==> src/rtl/fetch_ctrl.sv <==
// rtl/fetch_ctrl.sv - fetch-stage PC sequencer: boot hold, stall, redirect, halt, fetch counter
// Misaligned-redirect trap is enabled by defining FETCH_MISALIGN_TRAP_EN.
module fetch_ctrl #(
   parameter logic [63:0] RESET_VEC   = 64'h0,
   parameter int          BOOT_CYCLES = 2,
   parameter logic [63:0] TRAP_VEC    = 64'h100
) (
   input  logic        clk,
   input  logic        rst,
   input  logic [63:0] PC_F,
   input  logic        stall_F,
   input  logic        branch_taken_E,
   input  logic [63:0] branch_target_E,
   input  logic        halt_req,
   input  logic        resume,
   output logic        PCWrite_F,
   output logic [63:0] PCTarget,
   output logic        flush_D,
   output logic        flush_E,
   output logic        fetch_valid,
   output logic        halted,
   output logic [63:0] fetch_count,
   output logic        misalign_flag
);

   localparam logic [1:0] ST_BOOT = 2'd0;
   localparam logic [1:0] ST_RUN  = 2'd1;
   localparam logic [1:0] ST_HALT = 2'd2;

   localparam int          BOOT_LEN  = (BOOT_CYCLES < 1) ? 1 : BOOT_CYCLES;
   localparam logic [31:0] BOOT_LAST = 32'(BOOT_LEN - 1);

`ifdef FETCH_MISALIGN_TRAP_EN
   localparam logic TRAP_EN = 1'b1;
`else
   localparam logic TRAP_EN = 1'b0;
`endif

   logic [1:0]  state_q, state_d;
   logic [31:0] boot_cnt_q, boot_cnt_d;
   logic [63:0] fetch_count_q, fetch_count_d;
   logic        misalign_q, misalign_d;
   logic        misaligned;
   logic [63:0] redirect_pc;

   // Without the trap, low target bits are simply dropped to keep fetch word-aligned.
   assign misaligned  = TRAP_EN && (branch_target_E[1:0] != 2'b00);
   assign redirect_pc = misaligned ? TRAP_VEC : {branch_target_E[63:2], 2'b00};

   always_comb begin
      state_d     = state_q;
      boot_cnt_d  = boot_cnt_q;
      misalign_d  = 1'b0;
      PCWrite_F   = 1'b1;
      PCTarget    = PC_F;
      flush_D     = 1'b0;
      flush_E     = 1'b0;
      fetch_valid = 1'b0;
      case (state_q)
         ST_RUN: begin
            if (halt_req) begin
               flush_D = 1'b1;
               state_d = ST_HALT;
            end else if (branch_taken_E) begin
               PCTarget   = redirect_pc;
               flush_D    = 1'b1;
               flush_E    = 1'b1;
               misalign_d = misaligned;
            end else if (!stall_F) begin
               PCWrite_F   = 1'b0;
               PCTarget    = PC_F + 64'd4;
               fetch_valid = 1'b1;
            end
         end
         ST_HALT: begin
            // Resume cycle still holds PC; sequential fetch restarts next cycle.
            flush_D = 1'b1;
            if (resume && !halt_req) begin
               state_d = ST_RUN;
            end
         end
         default: begin
            PCTarget   = RESET_VEC;
            flush_D    = 1'b1;
            flush_E    = 1'b1;
            boot_cnt_d = boot_cnt_q + 32'd1;
            state_d    = (boot_cnt_q == BOOT_LAST) ? ST_RUN : ST_BOOT;
         end
      endcase
      fetch_count_d = fetch_count_q + {63'd0, fetch_valid};
   end

   always_ff @(posedge clk or negedge rst) begin
      if (!rst) begin
         state_q       <= ST_BOOT;
         boot_cnt_q    <= 32'd0;
         fetch_count_q <= 64'd0;
         misalign_q    <= 1'b0;
      end else begin
         state_q       <= state_d;
         boot_cnt_q    <= boot_cnt_d;
         fetch_count_q <= fetch_count_d;
         misalign_q    <= misalign_d;
      end
   end

   assign halted        = (state_q == ST_HALT);
   assign fetch_count   = fetch_count_q;
   assign misalign_flag = misalign_q;

endmodule

==> config.mk <==
export PLATFORM = sky130hd
export DESIGN_NAME = fetch_ctrl
export DESIGN_NICKNAME = d
export VERILOG_FILES = /design/src/rtl/fetch_ctrl.sv
export SDC_FILE = /design/constraint.sdc
export NUM_CORES = 1
export LEC_CHECK = 0
export BUFFER_PORTS_ARGS = -buffer_cell sky130_fd_sc_hd__buf_4
export CAP_MARGIN = 15
export CORE_ASPECT_RATIO = 2
export CORE_MARGIN = 5
export CORE_UTILIZATION = 47
export CTS_BUF_LIST = sky130_fd_sc_hd__clkbuf_8 sky130_fd_sc_hd__clkbuf_16
export DETAILED_ROUTE_END_ITERATION = 12
export MAX_ROUTING_LAYER = met4
export PLACE_DENSITY = 0.75
export SKIP_LAST_GASP = 1
export SLEW_MARGIN = 15
export SYNTH_ARGS = -nofsm -noshare
export SYNTH_HDL_FRONTEND = slang
export SYNTH_SLANG_ARGS = --single-unit
==> constraint.sdc <==
create_clock -name clk -period 3.35 [get_ports clk]
set_input_delay 0.5025 -clock clk [delete_from_list [all_inputs] [get_ports clk]]
set_output_delay 0.5025 -clock clk [all_outputs]
set_load 0.005 [all_outputs]
==> results of run 1 <==
## cell type report
cell class | count | area, um2 | area share [%]
diodes | 1 | 2.50 | 0.0232
clock buffers | 11 | 253 | 2.35
clock inverters | 5 | 53.8 | 0.500
inverters | 44 | 165 | 1.53
multi-input cells | 792 | 5220 | 48.5
flip-flops and latches | 98 | 2450 | 22.8
well taps | 207 | 259 | 2.41
repair buffers | 308 | 2360 | 21.9
## layer usage
layer | GRT usage, % | up-vias
met4 | 14.7 | 0
met1 | 32.5 | 4498
met3 | 5.99 | 103
met2 | 57.2 | 434
met5 | - | -
li1 | - | 4309
## through the flow
step	cell area (um2)	util, %	instances	hold slack, ns
detailed placement	10400	62.2	1446	0.458
CTS	10700	64.0	1462	0.237
finish	10800	64.2	1466	0.194
global route	10800	64.2	1466	0.264
global placement	10400	62.2	1446	0.460
floorplan	8040	-	988	0.207
## state kept, by name, summed over array words and instances, names as in the netlist
| signal | cells |
|---|---|
| boot_cnt_q | 32 |
| fetch_count | 64 |
| state_q | 2 |
## worst max-delay path, stage by stage
cell     delay, ns
buf_4         0.12
nand3_1       0.22
nor4_1        0.59
buf_4         0.21
nand4_1       0.28
or4_1         0.57
nand3_1       0.09
buf_4         0.12
## cell usage after synthesis (all sizes together), types with 3 or more instances
library cell  number  area, um2
a41oi              3       26.3
and4              15        131
ha                 7       87.6
dfrtp             98       2450
xnor2             62        543
and2               6       37.5
nand3             80        413
o221a             14        158
o2bb2ai           11       96.3
nor4b              5       43.8
or3b               3       26.3
nor2              69        259
or3                6       37.5
a22oi              3       22.5
nor2b              4       25.0
and3              21        131
a22o               5       43.8
nand4             70        438
xor2              31        272
inv               44        165
nor3              25        125
a221o              6       60.1
o211ai            10       75.1
a31oi             13       81.3
buf               13       62.6
mux2               4       45.0
nand2             72        273
a21oi             35        175
o21a               3       22.5
clkbuf            41        156
o21ai             63        315
nand2b             9       56.3
nor4              43        358
or4               11       86.3
mux2i             13        130
nand4b             3       26.3
o221ai            33        289
## kinds of logic after synthesis
family	count (synthesis)	share of synthesized area (%)
fa+ha+maj	7	1.09
flops	98	30.5
mux	17	2.18
xor+xnor	93	10.1
other cells	1	0.0467
compound gates	227	20.0
buf+inv	98	4.78
simple gates	447	31.3
## placed cells by master (no fill, tap or decap), types with 14 or more instances in the layout
| cell | n |
|---|---|
| dfrtp_1 | 98 |
| inv_1 | 45 |
| buf_4 | 304 |
| o221a_2 | 14 |
| nand4_1 | 70 |
| nor2_1 | 69 |
| and4_1 | 15 |
| xnor2_1 | 62 |
| nor3_1 | 25 |
| nor4_1 | 33 |
| a21oi_1 | 35 |
| xor2_1 | 31 |
| and3_1 | 21 |
| o221ai_1 | 33 |
| o21ai_0 | 61 |
| nand3_1 | 79 |
| nand2_1 | 71 |
## where the power goes
part / internal [uW] / switching, uW / total, uW
registers: 1240 / 71.2 / 1320
clock network: 616 / 453 / 1070
logic: 282 / 341 / 623
total: 2140 / 865 / 3010
## worst max path at each step
| stage | start | to | cells after the start |
|---|---|---|---|
| after floorplan | branch_taken_E | fetch_count[56] | 11 |
| after global placement | PC_F[14] | PCTarget[46] | 8 |
| after detailed placement | PC_F[14] | PCTarget[46] | 8 |
| after CTS | state_q[1] | PCTarget[56] | 8 |
| after global routing | state_q[1] | fetch_count[58] | 11 |
| final | PC_F[14] | PCTarget[46] | 8 |
==> impl_metrics.ini, run 1 <==
[run_status]
status = completed

[power_and_ir_drop]
fin_total_pwr_uw = 3010
p_leak_uw = 0.00489
powerDensity_nw_per_um2 = 279
irDropWorstVdd_mv = 0.397

[synth]
ys_seq_area_share_pct = 30.5
syn_nets = 1129
synthCells = 988
ys_warn_count = 0
netlist_area_um2 = 8040
synth_edf_count = 0
ys_seq_elements = 98
avgSynthCellArea_um2 = 8.14
ys_async_sr_fraction_pct = 100
yosysUniqueCellTypes = 71
synth_ff_type = dfrtp_1

[setup_path]
endpoint_kind = primary output
r2r_end = fetch_count[58]
critPathArrivalTime_ns = 2.71
cp_max_fo = 7
r2r_start = state_q[1]
reg2reg_depth = 11
rrSetupSlack_ns = 0.39
path_class = in2out
critPathLaunchType = input port
critPathRequiredTime_ns = 2.85

[timing]
setup_ws_ns = 0.137
setup_viol = 0
slew_violations = 0
rsz0062_at_grt = no
setup_tns_ns = 0
timing.final.crit_share_pct = 95.9
timing_hold_violations_final = 0
max_freq_mhz = 311
skew_ns = 0.0112
fin_crit_ns = 3.21
tightestPinTransition_ns = 0.776
relSlewSlack_pct = 47.9

[drt]
num_vias = 9344
wl_per_cell_um = 21.4
drc_errors = 0
via_per_inst = 6.37
dr.pass1.iters = 5
drt-total-wl_um = 31400
highest_layer = met4
ant_nets = 0
met1Wirelength_um = 10200
route.met2.wl_um = 17200
drt_iter0_drc = 601
wl_met3_um = 2620

[cts]
postCtsSetupBuffers = 0
cts.repair.resized = 0
cts_sinks = 98
htree_levels = 3
path_clk_slew_ns = 0.07
clk_path_buf_depth = 2
cts-root-buf = clkbuf_16
numCtsBuffers = 9
holdBufCountCts = 0
cts_tree = done
clk_latency_ns = 0.35

[finish]
layout.nets = 1394
fillers = 1521
area_delta_synth_final_pct = 34.0
drive_gt1_share_pct = 28.5

[place]
dpl.hpwl_um = 24500
gp_congestion = 0.969
dp_slack_ns = 0.187
io_buffers = 264

[floorplan]
std_cell_rows = 67
coreArea_um2 = 16800
die_h_um = 195
start_util_pct = 47.9
die_width_um = 102
dieArea_um2 = 20000
pin_count = 268

[global_route]
grt_util_all_layers_pct = 32.0
antenna_found_initial = 1
grt_pass1_wl_um = 49600
grt_pass1_vias = 9466
grt_overflow = 0
grt_max_degree = 58

[run]
maxCapViolations = 0

[min_path]
hp-class = in2async
(Power assumes the default switching activity.)
==> run 2: changes to the inputs <==
Settings changed: BUFFER_PORTS_ARGS -buffer_cell sky130_fd_sc_hd__buf_4 to -buffer_cell sky130_fd_sc_hd__clkbuf_2, SLEW_MARGIN 15 to 40.
==> impl_metrics.ini, run 2 (synthesized netlist as in run 1, its figures left out) <==
[run_status]
status = completed

[min_path]
hp-class = in2async

[power_and_ir_drop]
power_switching_uw = 837
p_leak_uw = 0.00472
switching_share_pct = 28.6
irDropWorstVdd_mv = 0.396
combPwrFrac_pct = 19.1
pwr-share-seq_pct = 45.2
internal_power_uw = 2090
powerDensity_nw_per_um2 = 289
clkPwrFrac_pct = 35.7

[drt]
wl_per_cell_um = 20.7
drc_errors = 0
ant_nets = 0
via_per_inst = 6.31
drt-total-wl_um = 30400
drt_iter0_drc = 378
num_vias = 9278
dr.pass1.iters = 5

[floorplan]
std_cell_rows = 67
start_util_pct = 47.9
dieArea_um2 = 20000
die_h_um = 195
pin_count = 268
coreArea_um2 = 16800
die_width_um = 102

[timing]
relSlewSlack_pct = 53.3
setup_ws_ns = 0.175
setup_viol = 0
fin_crit_ns = 3.18
skew_ns = 0.00993
slew_violations = 0
max_freq_mhz = 315
rsz0062_at_grt = no
setup_tns_ns = 0
timing.final.crit_share_pct = 94.8
timing_hold_violations_final = 0
tightestPinTransition_ns = 0.694
timing.hold.ws_ns = 0.135

[setup_path]
crit_family = simple AND/OR/NAND/NOR gates
crit_path_frequent_cell = clkbuf_2
critPathSlowestCell = or4_1
r2r_start = state_q[1]
crit_chain = clkbuf_2 > ha_1 > nand3b_1 > buf_4 > nor4_2 > nand4_1 > or4_1 > nand3_1 > clkbuf_2
cpPeakStageDelay_ns = 0.58
critPathLaunchType = input port
critical_path.endpoint = PCTarget[54]
rrSetupSlack_ns = 0.34
critPathRequiredTime_ns = 2.85
critPathBufInv = 3
endpoint_kind = primary output
cp.depth = 9
path_class = in2out
critPathArrivalTime_ns = 2.67
reg2reg_depth = 11
r2r_end = fetch_count[58]
cp_max_fo = 6
startpoint = PC_F[2]

[global_route]
grt_pass1_wl_um = 48300
grt_pass1_vias = 9518
grt_max_degree = 63
grt_util_all_layers_pct = 30.9
grt_overflow = 0
antenna_found_initial = 0

[finish]
layout_common_cells = clkbuf_2, dfrtp_1, nand3_1
final_common_cell = clkbuf_2
drive_gt1_share_pct = 28.9
n_antenna_cell = 0
seqCellArea_um2 = 2450
layout.nets = 1399
area_delta_synth_final_pct = 25.9
multiInputGateArea_um2 = 5220
final_cells = 1470
fillers = 1604
largest_reg_flops = 64

[cts]
path_clk_slew_ns = 0.06
cts-root-buf = clkbuf_16
numCtsBuffers = 9
cts_tree = done
clk_latency_ns = 0.34
clk_path_buf_depth = 2
cts_sinks = 98
holdBufCountCts = 0
htree_levels = 3

[place]
io_buffers = 264
gp_congestion = 1.02
dp_cells = 1451
dp_slack_ns = 0.214
dpl.hpwl_um = 24100

[run]
maxCapViolations = 0
[run 2: repair_timing]
item,4_1_cts,5_1_grt
buffers inserted,0,3
setup endpoints to repair,0,3
gates resized for setup,0,0
[run 2: layer usage]
| layer | vias to the layer above | global-route usage, % | routed length, um |
|---|---|---|---|
| met2 | 395 | 55.8 | 16500 |
| met1 | 4477 | 31.2 | 10200 |
| met3 | 89 | 5.56 | 2350 |
| met5 | - | - | 0 |
| li1 | 4317 | - | - |
| met4 | 0 | 13.7 | 1330 |
[run 2: power groups by stage]
stage          clock network (uW)  logic (uW)  registers [uW]
4_1_cts                      1060         554            1320
3_5_place_dp                    0         551            1340
2_1_floorplan                   0         279            1320
3_3_place_gp                    0         540            1340
6_report                     1040         558            1320
5_1_grt                      1100         621            1330
[run 2: final cells by class]
type	instances	share of cell area, %
Multi-Input combinational cell	792	51.6
Timing Repair Buffer	313	17.0
Clock buffer	11	2.50
Tap cell	207	2.56
Clock inverter	5	0.519
Sequential cell	98	24.2
Inverter	44	1.63
[run 2: worst min-delay path by stage]
| stage | depth (start not counted) | slack [ns] | startpoint | to |
|---|---|---|---|---|
| final | 1 | 0.13 | rst | boot_cnt_q[11] |
| after global routing | 1 | 0.19 | rst | boot_cnt_q[4] |
| after CTS | 1 | 0.27 | rst | boot_cnt_q[7] |
| after detailed placement | 1 | 0.47 | fetch_count[63] | fetch_count[63] |
| after floorplan | 0 | 0.21 | rst | boot_cnt_q[0] |
| after global placement | 1 | 0.46 | fetch_count[63] | fetch_count[63] |
[run 2: per-stage QoR]
step	cell area, um2	total power [uW]	utilization, %
2_1_floorplan	8040	1600	-
3_3_place_gp	9790	1880	58.4
3_5_place_dp	9790	1890	58.4
4_1_cts	10100	2930	60.2
5_1_grt	10100	3050	60.4
6_report	10100	2920	60.4
==> run 3: changes to the inputs <==
Settings changed: PLACE_DENSITY 0.75 to 0.83.
==> impl_metrics.ini, run 3 (synthesized netlist as in run 1, its figures left out) <==
[run_status]
status = completed

[timing]
rsz0062_at_grt = no
fin_crit_ns = 3.22
timing.final.crit_share_pct = 96.2
timing_hold_violations_final = 0
setup_tns_ns = 0
timing.hold.ws_ns = 0.119
relSlewSlack_pct = 49.4
slew_violations = 0
max_freq_mhz = 310
setup_viol = 0
skew_ns = 0.00784
tightestPinTransition_ns = 0.752

[finish]
largest_reg_flops = 64
area_delta_synth_final_pct = 25.0
layout_common_cells = clkbuf_2, dfrtp_1, nand3_1
fillers = 1533
final_common_cell = clkbuf_2
drive_gt1_share_pct = 28.4
layout.nets = 1389

[place]
dpl.hpwl_um = 24600
io_buffers = 264
gp_congestion = 1.04

[drt]
wl_per_cell_um = 21.2
num_vias = 9326
via_per_inst = 6.38
drt-total-wl_um = 31100
drt_iter0_drc = 440
dr.pass1.iters = 5
drc_errors = 0
ant_nets = 0

[cts]
holdBufCountCts = 0
cts_tree = done
clk_latency_ns = 0.34
clk_path_buf_depth = 2
path_clk_slew_ns = 0.07
numCtsBuffers = 9
htree_levels = 3
cts.repair.resized = 0
postCtsSetupBuffers = 0
cts_sinks = 98
cts-root-buf = clkbuf_16

[setup_path]
critPathRequiredTime_ns = 2.85
critPathBufInv = 3
reg2reg_depth = 11
crit_family = compound AO/OA/AOI/OAI gates
path_class = reg2out
endpoint_kind = primary output
crit_chain = inv_1 > ha_1 > nand2b_1 > o21ai_1 > buf_4 > nand2_1 > a22oi_1 > clkbuf_2
critPathSlowestCell = ha_1
rrSetupSlack_ns = 0.32
critPathLaunchType = flip-flop
critPathArrivalTime_ns = 2.72
cpPeakStageDelay_ns = 0.47
r2r_start = state_q[1]
cp_max_fo = 10
r2r_end = fetch_count[34]

[power_and_ir_drop]
irDropWorstVdd_mv = 0.533
powerDensity_nw_per_um2 = 285
p_leak_uw = 0.00466

[global_route]
grt_overflow = 0
antenna_found_initial = 2
grt_pass1_wl_um = 47900
grt_pass1_vias = 9146
grt_util_all_layers_pct = 30.9
grt_max_degree = 62

[min_path]
hp-class = in2async

[floorplan]
die_h_um = 195
dieArea_um2 = 20000
pin_count = 268
start_util_pct = 47.9
coreArea_um2 = 16800
std_cell_rows = 67
die_width_um = 102

[run]
maxCapViolations = 0
-- run 3: cell count changes in the layout (fill, tap and decap cells not counted) --
| cell | before | now |
|---|---|---|
| or4_4 | 1 | 2 |
| buf_6 | 1 | 2 |
| buf_12 | 2 | 3 |
| diode_2 | 0 | 2 |
| clkbuf_8 | 2 | 0 |
| inv_6 | 0 | 5 |
| clkinv_2 | 3 | 1 |
| bufinv_16 | 1 | 0 |
| or4_1 | 10 | 9 |
| buf_4 | 47 | 35 |
-- run 3: final cells by class --
cell class | count | area (um2) | area share, %
multi-input combinational | 792 | 5220 | 52.0
sequential | 98 | 2450 | 24.4
clock inverter | 7 | 56.3 | 0.560
clock buffer | 9 | 225 | 2.24
timing repair buffer | 303 | 1660 | 16.5
antenna | 2 | 5.00 | 0.0498
inverter | 44 | 165 | 1.64
tap | 207 | 259 | 2.58
-- run 3: power breakdown --
part | switching, uW | total, uW | internal [uW] | leakage, uW
registers | 72.2 | 1320 | 1240 | 0.00132
logic | 342 | 559 | 217 | 0.00321
clock network | 475 | 991 | 516 | 0.000138
-- run 3: worst max path at each step --
stage                              start               to  slack [ns]  cells past startpoint
final                         state_q[0]     PCTarget[10]        0.13                      8
after floorplan           branch_taken_E  fetch_count[56]        0.38                     11
after CTS                     state_q[0]     PCTarget[58]        0.11                      8
after global placement    branch_taken_E  fetch_count[58]        0.27                     10
after detailed placement         PC_F[2]     PCTarget[46]        0.23                     10
after global routing          state_q[0]     PCTarget[58]        0.02                      8
-- run 3: metrics by stage --
step | cells | setup slack, ns | utilization, % | power, uW | area [um2]
4_1_cts | 1460 | 0.111 | 59.8 | 2870 | 10000
3_3_place_gp | 1444 | 0.270 | 58.1 | 1870 | 9750
6_report | 1462 | 0.127 | 59.9 | 2870 | 10000
3_5_place_dp | 1444 | 0.234 | 58.1 | 1880 | 9750
5_1_grt | 1462 | 0.0164 | 59.9 | 2970 | 10000
2_1_floorplan | 988 | 0.380 | - | 1600 | 8040
-- run 3: worst register-to-register path: cells and delay by family (launching register included) --
kind                       cells  cell delay, ns
buffers and inverters          1            0.09
and+or+nand+nor                6            1.46
xor gates and xnor gates       1            0.13
DFF                            1            0.40
adders and majority gates      3            0.83
-- run 3: routing by layer --
metal / up-vias / share of wire (%) / global-route usage (%)
li1: 4308 / - / -
met3: 123 / 8.8 / 6.32
met2: 487 / 52 / 53.1
met5: - / 0 / -
met4: 0 / 6.3 / 18.5
met1: 4408 / 33 / 31.4
